===== src/rtl/interrupt_controller.sv =====
// External interrupt controller: synchronizes level-sensitive device lines, latches them
// through per-source gateways, and offers claim/complete servicing over a tiny register bus.
module interrupt_controller #(
  parameter int NUM_SOURCES = 8
) (
  input  logic                   clk,
  input  logic                   reset,
  input  logic [NUM_SOURCES-1:0] irq_sources,
  output logic                   meip,
  input  logic                   bus_valid,
  input  logic                   bus_write,
  input  logic [3:0]             bus_address,
  input  logic [31:0]            bus_write_data,
  output logic [31:0]            bus_read_data,
  output logic                   bus_ready
);

  localparam int N = NUM_SOURCES;

  localparam logic [1:0] REG_PENDING = 2'd0;
  localparam logic [1:0] REG_ENABLE  = 2'd1;
  localparam logic [1:0] REG_CLAIM   = 2'd2;

  logic [N-1:0] sync1_q;
  logic [N-1:0] sync2_q;
  logic [N-1:0] pending_q;
  logic [N-1:0] pending_d;
  logic [N-1:0] enable_q;
  logic [N-1:0] enable_d;
  logic [N-1:0] in_service_q;
  logic [N-1:0] in_service_d;
  logic         meip_q;
  logic         meip_d;
  logic         bus_ready_q;
  logic         bus_ready_d;
  logic [31:0]  bus_read_data_q;
  logic [31:0]  bus_read_data_d;

  logic         accept_s;
  logic [1:0]   reg_sel_s;
  logic [N-1:0] candidate_s;
  logic [4:0]   claim_id_s;
  logic [4:0]   complete_id_s;
  logic         unused_s;

  assign accept_s      = bus_valid && !bus_ready_q;
  assign reg_sel_s     = bus_address[3:2];
  assign candidate_s   = pending_q & enable_q;
  assign complete_id_s = bus_write_data[4:0];
  assign unused_s      = ^{bus_address[1:0], bus_write_data};

  // Lowest-index enabled pending source wins; scanning downward leaves the lowest one last.
  always_comb begin
    claim_id_s = 5'd0;
    for (int i = N - 1; i >= 0; i--) begin
      claim_id_s = candidate_s[i] ? 5'(i + 1) : claim_id_s;
    end
  end

  // Gateway, register-file access, claim/complete and interrupt output next state.
  always_comb begin
    enable_d        = enable_q;
    in_service_d    = in_service_q;
    bus_ready_d     = accept_s;
    bus_read_data_d = 32'd0;
    meip_d          = |(pending_q & enable_q);
    for (int i = 0; i < N; i++) begin
      pending_d[i] = pending_q[i] | (sync2_q[i] & ~in_service_q[i]);
    end

    if (accept_s && !bus_write) begin
      case (reg_sel_s)
        REG_PENDING: bus_read_data_d = 32'(pending_q);
        REG_ENABLE:  bus_read_data_d = 32'(enable_q);
        REG_CLAIM: begin
          bus_read_data_d = 32'(claim_id_s);
          // Claim is applied after the gateway so it wins on the same edge.
          for (int i = 0; i < N; i++) begin
            if (claim_id_s == 5'(i + 1)) begin
              pending_d[i]    = 1'b0;
              in_service_d[i] = 1'b1;
            end else begin
              in_service_d[i] = in_service_q[i];
            end
          end
        end
        default: bus_read_data_d = 32'd0;
      endcase
    end else if (accept_s && bus_write) begin
      case (reg_sel_s)
        REG_ENABLE: enable_d = bus_write_data[N-1:0];
        REG_CLAIM: begin
          for (int i = 0; i < N; i++) begin
            if (complete_id_s == 5'(i + 1)) begin
              in_service_d[i] = 1'b0;
            end else begin
              in_service_d[i] = in_service_q[i];
            end
          end
        end
        default: enable_d = enable_q;
      endcase
    end else begin
      bus_read_data_d = 32'd0;
    end
  end

  // State and output registers.
  always_ff @(posedge clk or posedge reset) begin
    if (reset) begin
      sync1_q         <= '0;
      sync2_q         <= '0;
      pending_q       <= '0;
      enable_q        <= '0;
      in_service_q    <= '0;
      meip_q          <= 1'b0;
      bus_ready_q     <= 1'b0;
      bus_read_data_q <= 32'd0;
    end else begin
      sync1_q         <= irq_sources;
      sync2_q         <= sync1_q;
      pending_q       <= pending_d;
      enable_q        <= enable_d;
      in_service_q    <= in_service_d;
      meip_q          <= meip_d;
      bus_ready_q     <= bus_ready_d;
      bus_read_data_q <= bus_read_data_d;
    end
  end

  assign meip          = meip_q;
  assign bus_ready     = bus_ready_q;
  assign bus_read_data = bus_read_data_q;

endmodule


===== config.mk =====
export PLATFORM = sky130hd
export DESIGN_NAME = interrupt_controller
export DESIGN_NICKNAME = d
export VERILOG_FILES = /design/src/rtl/interrupt_controller.sv
export SDC_FILE = /design/constraint.sdc
export NUM_CORES = 1
export LEC_CHECK = 0
export ABC_AREA = 1
export ABC_CLOCK_PERIOD_IN_PS = 3100
export CAP_MARGIN = 40
export CORE_MARGIN = 2
export CORE_UTILIZATION = 35
export DETAILED_ROUTE_END_ITERATION = 12
export SLEW_MARGIN = 20
export SYNTH_ARGS = -nofsm -noshare
export SYNTH_HDL_FRONTEND = slang
export SYNTH_SLANG_ARGS = --single-unit

===== constraint.sdc =====
create_clock -name clk -period 3.1 [get_ports clk]
set_input_delay 0.31 -clock clk [delete_from_list [all_inputs] [get_ports clk]]
set_output_delay 0.31 -clock clk [all_outputs]
set_load 0.005 [all_outputs]

==> results.json <==
{
  "drt-pass1-iter-count": 4,
  "grt_util_all_layers_pct": 13.2,
  "dp_slack_ns": 0.902,
  "met2_length_um": 2220,
  "ios": 82,
  "setup_slack_ns": 1.23,
  "drv_cap": 0,
  "clkTransAtPathRegs_ns": 0.08,
  "synth_edf_count": 0,
  "fmax_mhz": 535,
  "top_layer": "met4",
  "numClockSinks": 50,
  "startpoint_type": "input port",
  "start_util_pct": 36.6,
  "async_flop_share_pct": 100,
  "p_clk_share_pct": 29.0,
  "via_count": 1728,
  "drtAntennaViolNets": 0,
  "synth-seq-area-share_pct": 53.6,
  "switching_share_pct": 28.8,
  "nets": 342,
  "synth_top_area_share_pct": 53.6,
  "slew_headroom_pct": 59.1,
  "die_y_um": 85.7,
  "tightest_slew_ns": 0.613,
  "synth_area_leaders": "dfrtp_1, nand2_1, buf_4",
  "cts-root-buf": "clkbuf_8",
  "tns_ns": 0,
  "p_sw_mw": 0.440,
  "cts-resized-gates": 0,
  "hold_path.class": "reg2reg",
  "wl_met3_um": 282,
  "cts_tree": "done",
  "arrival_ns": 2.07,
  "synth.most_common_cell": "nand2_1",
  "ir_drop_v": 0.000263,
  "setup_viol": 0,
  "diodes": 0,
  "p_comb_share_pct": 20.3,
  "rsz0062_at_grt": "false",
  "grt_max_degree": 51,
  "p_leak_nw": 1.28,
  "cts-hold-fix-buffers": 0,
  "drt-initial-drc-count": 84,
  "clock_path_buffers": 2,
  "period_minus_slack_ns": 1.87,
  "post_cts_buffers": 0,
  "avgRoutedWirePerCell_um": 12.1,
  "postSynthCellCount": 257,
  "core.rowCount": 29,
  "drive_above_1_share_pct": 10.5,
  "viasPerCell": 4.65,
  "grt_pass1_wl_um": 7510,
  "cts-buffers-inserted": 5,
  "instances_no_fill": 372,
  "holdWs_ns": 0.351,
  "placement.io_buffers": 31,
  "yosys-top-cells-count": "nand2_1, dfrtp_1, inv_1, buf_4, nor2_1",
  "area_growth_pct": 17.9,
  "status": "finished clean",
  "finalHoldViolations": 0,
  "sequentialPowerShare_pct": 50.7,
  "drv_slew": 0,
  "fin_skew_ns": 0.00952,
  "fin_crit_sh_pct": 60.3,
  "intPower_mw": 1.09,
  "dp_cells": 364,
  "powerDensity_nw_per_um2": 556,
  "dp.final_hpwl_um": 3430,
  "gp_congestion": 0.884,
  "crit_fanout": 15,
  "yosysUniqueCellTypes": 31,
  "power.total_mw": 1.53,
  "h-tree-depth": 2,
  "synth.cell_area_um2": 2340,
  "drt-met1-wl_um": 1970,
  "clk_latency_ns": 0.30,
  "syn_area_per_cell_um2": 9.09,
  "grt_pass1_vias": 1563,
  "design.core.area_um2": 6390,
  "drcViolationCount": 0,
  "overflow": 0,
  "antenna_found_initial": 0,
  "routed_wl_um": 4500,
  "cp-end-kind": "flop",
  "synth_seq_cells": 50,
  "ys_warn_count": 0,
  "yosys_most_used_dff": "dfrtp_1",
  "crit_type": "in2reg",
  "dieWidth_um": 85.7,
  "synth_top_area_cell": "dfrtp_1",
  "cp.required_ns": 3.30,
  "die-area_um2": 7340
}
-- cells by family (layout without fill, tap and decap cells) --
logic type	after synthesis	after routing	synth area share, %
other	1	24	0.161
AO/OA/AOI/OAI	40	40	10.2
buffers and inverters	61	76	14.0
AND/OR/NAND/NOR	102	102	20.6
flip-flops	50	50	53.6
multiplexers	3	3	1.45
-- path summary, 6_finish.rpt --
kind / start / slack [ns] / endpoint / cells past startpoint
worst max-delay path: bus_valid / 1.23 / in_service_q[1] / 10
worst min-delay path: sync1_q[6] / 0.35 / sync2_q[6] / 0
worst max register to register: bus_ready / 1.30 / in_service_q[1] / 8
worst min register to register: sync1_q[6] / 0.35 / sync2_q[6] / 0
max in group asynchronous: reset / 2.21 / enable_q[2] / 3
min in group asynchronous: reset / 0.48 / sync1_q[3] / 3
-- through the flow --
step                      util [%]  area [µm²]
final                         43.1        2760
after global routing          43.1        2760
after CTS                     43.1        2760
after detailed placement      41.5        2650
after global placement        41.5        2650
after floorplan                  -        2420
-- power by group through the flow --
stage | combinational (mW) | sequential (mW) | clock [mW]
finish | 0.311 | 0.776 | 0.445
global route | 0.362 | 0.786 | 0.489
CTS | 0.314 | 0.777 | 0.463
detailed placement | 0.313 | 0.791 | 0
global placement | 0.307 | 0.787 | 0
floorplan | 0.246 | 0.775 | 0
-- per-layer routing --
layer	GRT usage (%)	vias to the layer above
li1	-	847
met1	17.9	822
met2	21.0	55
met5	0	-
met3	3.66	4
met4	3.46	0
-- placed cells by master, fill, tap and decap left out --
cell / n
a21o_1: 2
a21oi_1: 17
a21oi_2: 3
a31oi_1: 4
a41oi_1: 2
and2_1: 1
buf_4: 2
bufinv_16: 1
clkbuf_1: 2
clkbuf_8: 5
clkdlybuf4s50_1: 31
clkinv_2: 1
conb_1: 24
dfrtp_1: 50
inv_1: 28
inv_2: 6
mux2_2: 3
nand2_1: 53
nand2_2: 2
nand3_1: 6
nand4_1: 8
nor2_1: 22
nor2_2: 2
nor2_4: 3
nor3_1: 2
nor3_4: 1
nor4_4: 1
o21a_1: 2
o21ai_0: 6
o21ai_1: 1
o21bai_1: 1
o22ai_1: 2
or2_2: 1
-- cell type report --
| type | instances | area, µm² |
|---|---|---|
| multi-input cells | 169 | 843 |
| well taps | 77 | 96.3 |
| repair buffers | 33 | 325 |
| clock inverters | 1 | 30.0 |
| flip-flops and latches | 50 | 1250 |
| inverters | 35 | 133 |
| clock buffers | 7 | 76.3 |
| fillers | 633 | 3630 |
-- worst max-delay path, cell delays in order --
cell	delay, ns
clkdlybuf4s50_1	0.45
inv_1	0.06
nor2_1	0.21
nand2_1	0.39
a21oi_1	0.27
nand4_1	0.14
nand2_1	0.08
nand2_1	0.06
nand2_1	0.05
nand2_1	0.04
-- sequential cells by signal (all words and copies together), names as in the netlist --
register and count:
bus_read_data 8, meip 1, enable_q 8, pending_q 8, sync2_q 8, sync1_q 8
bus_ready 1, in_service_q 8
No activity file was read; power rests on OpenSTA's default activity.
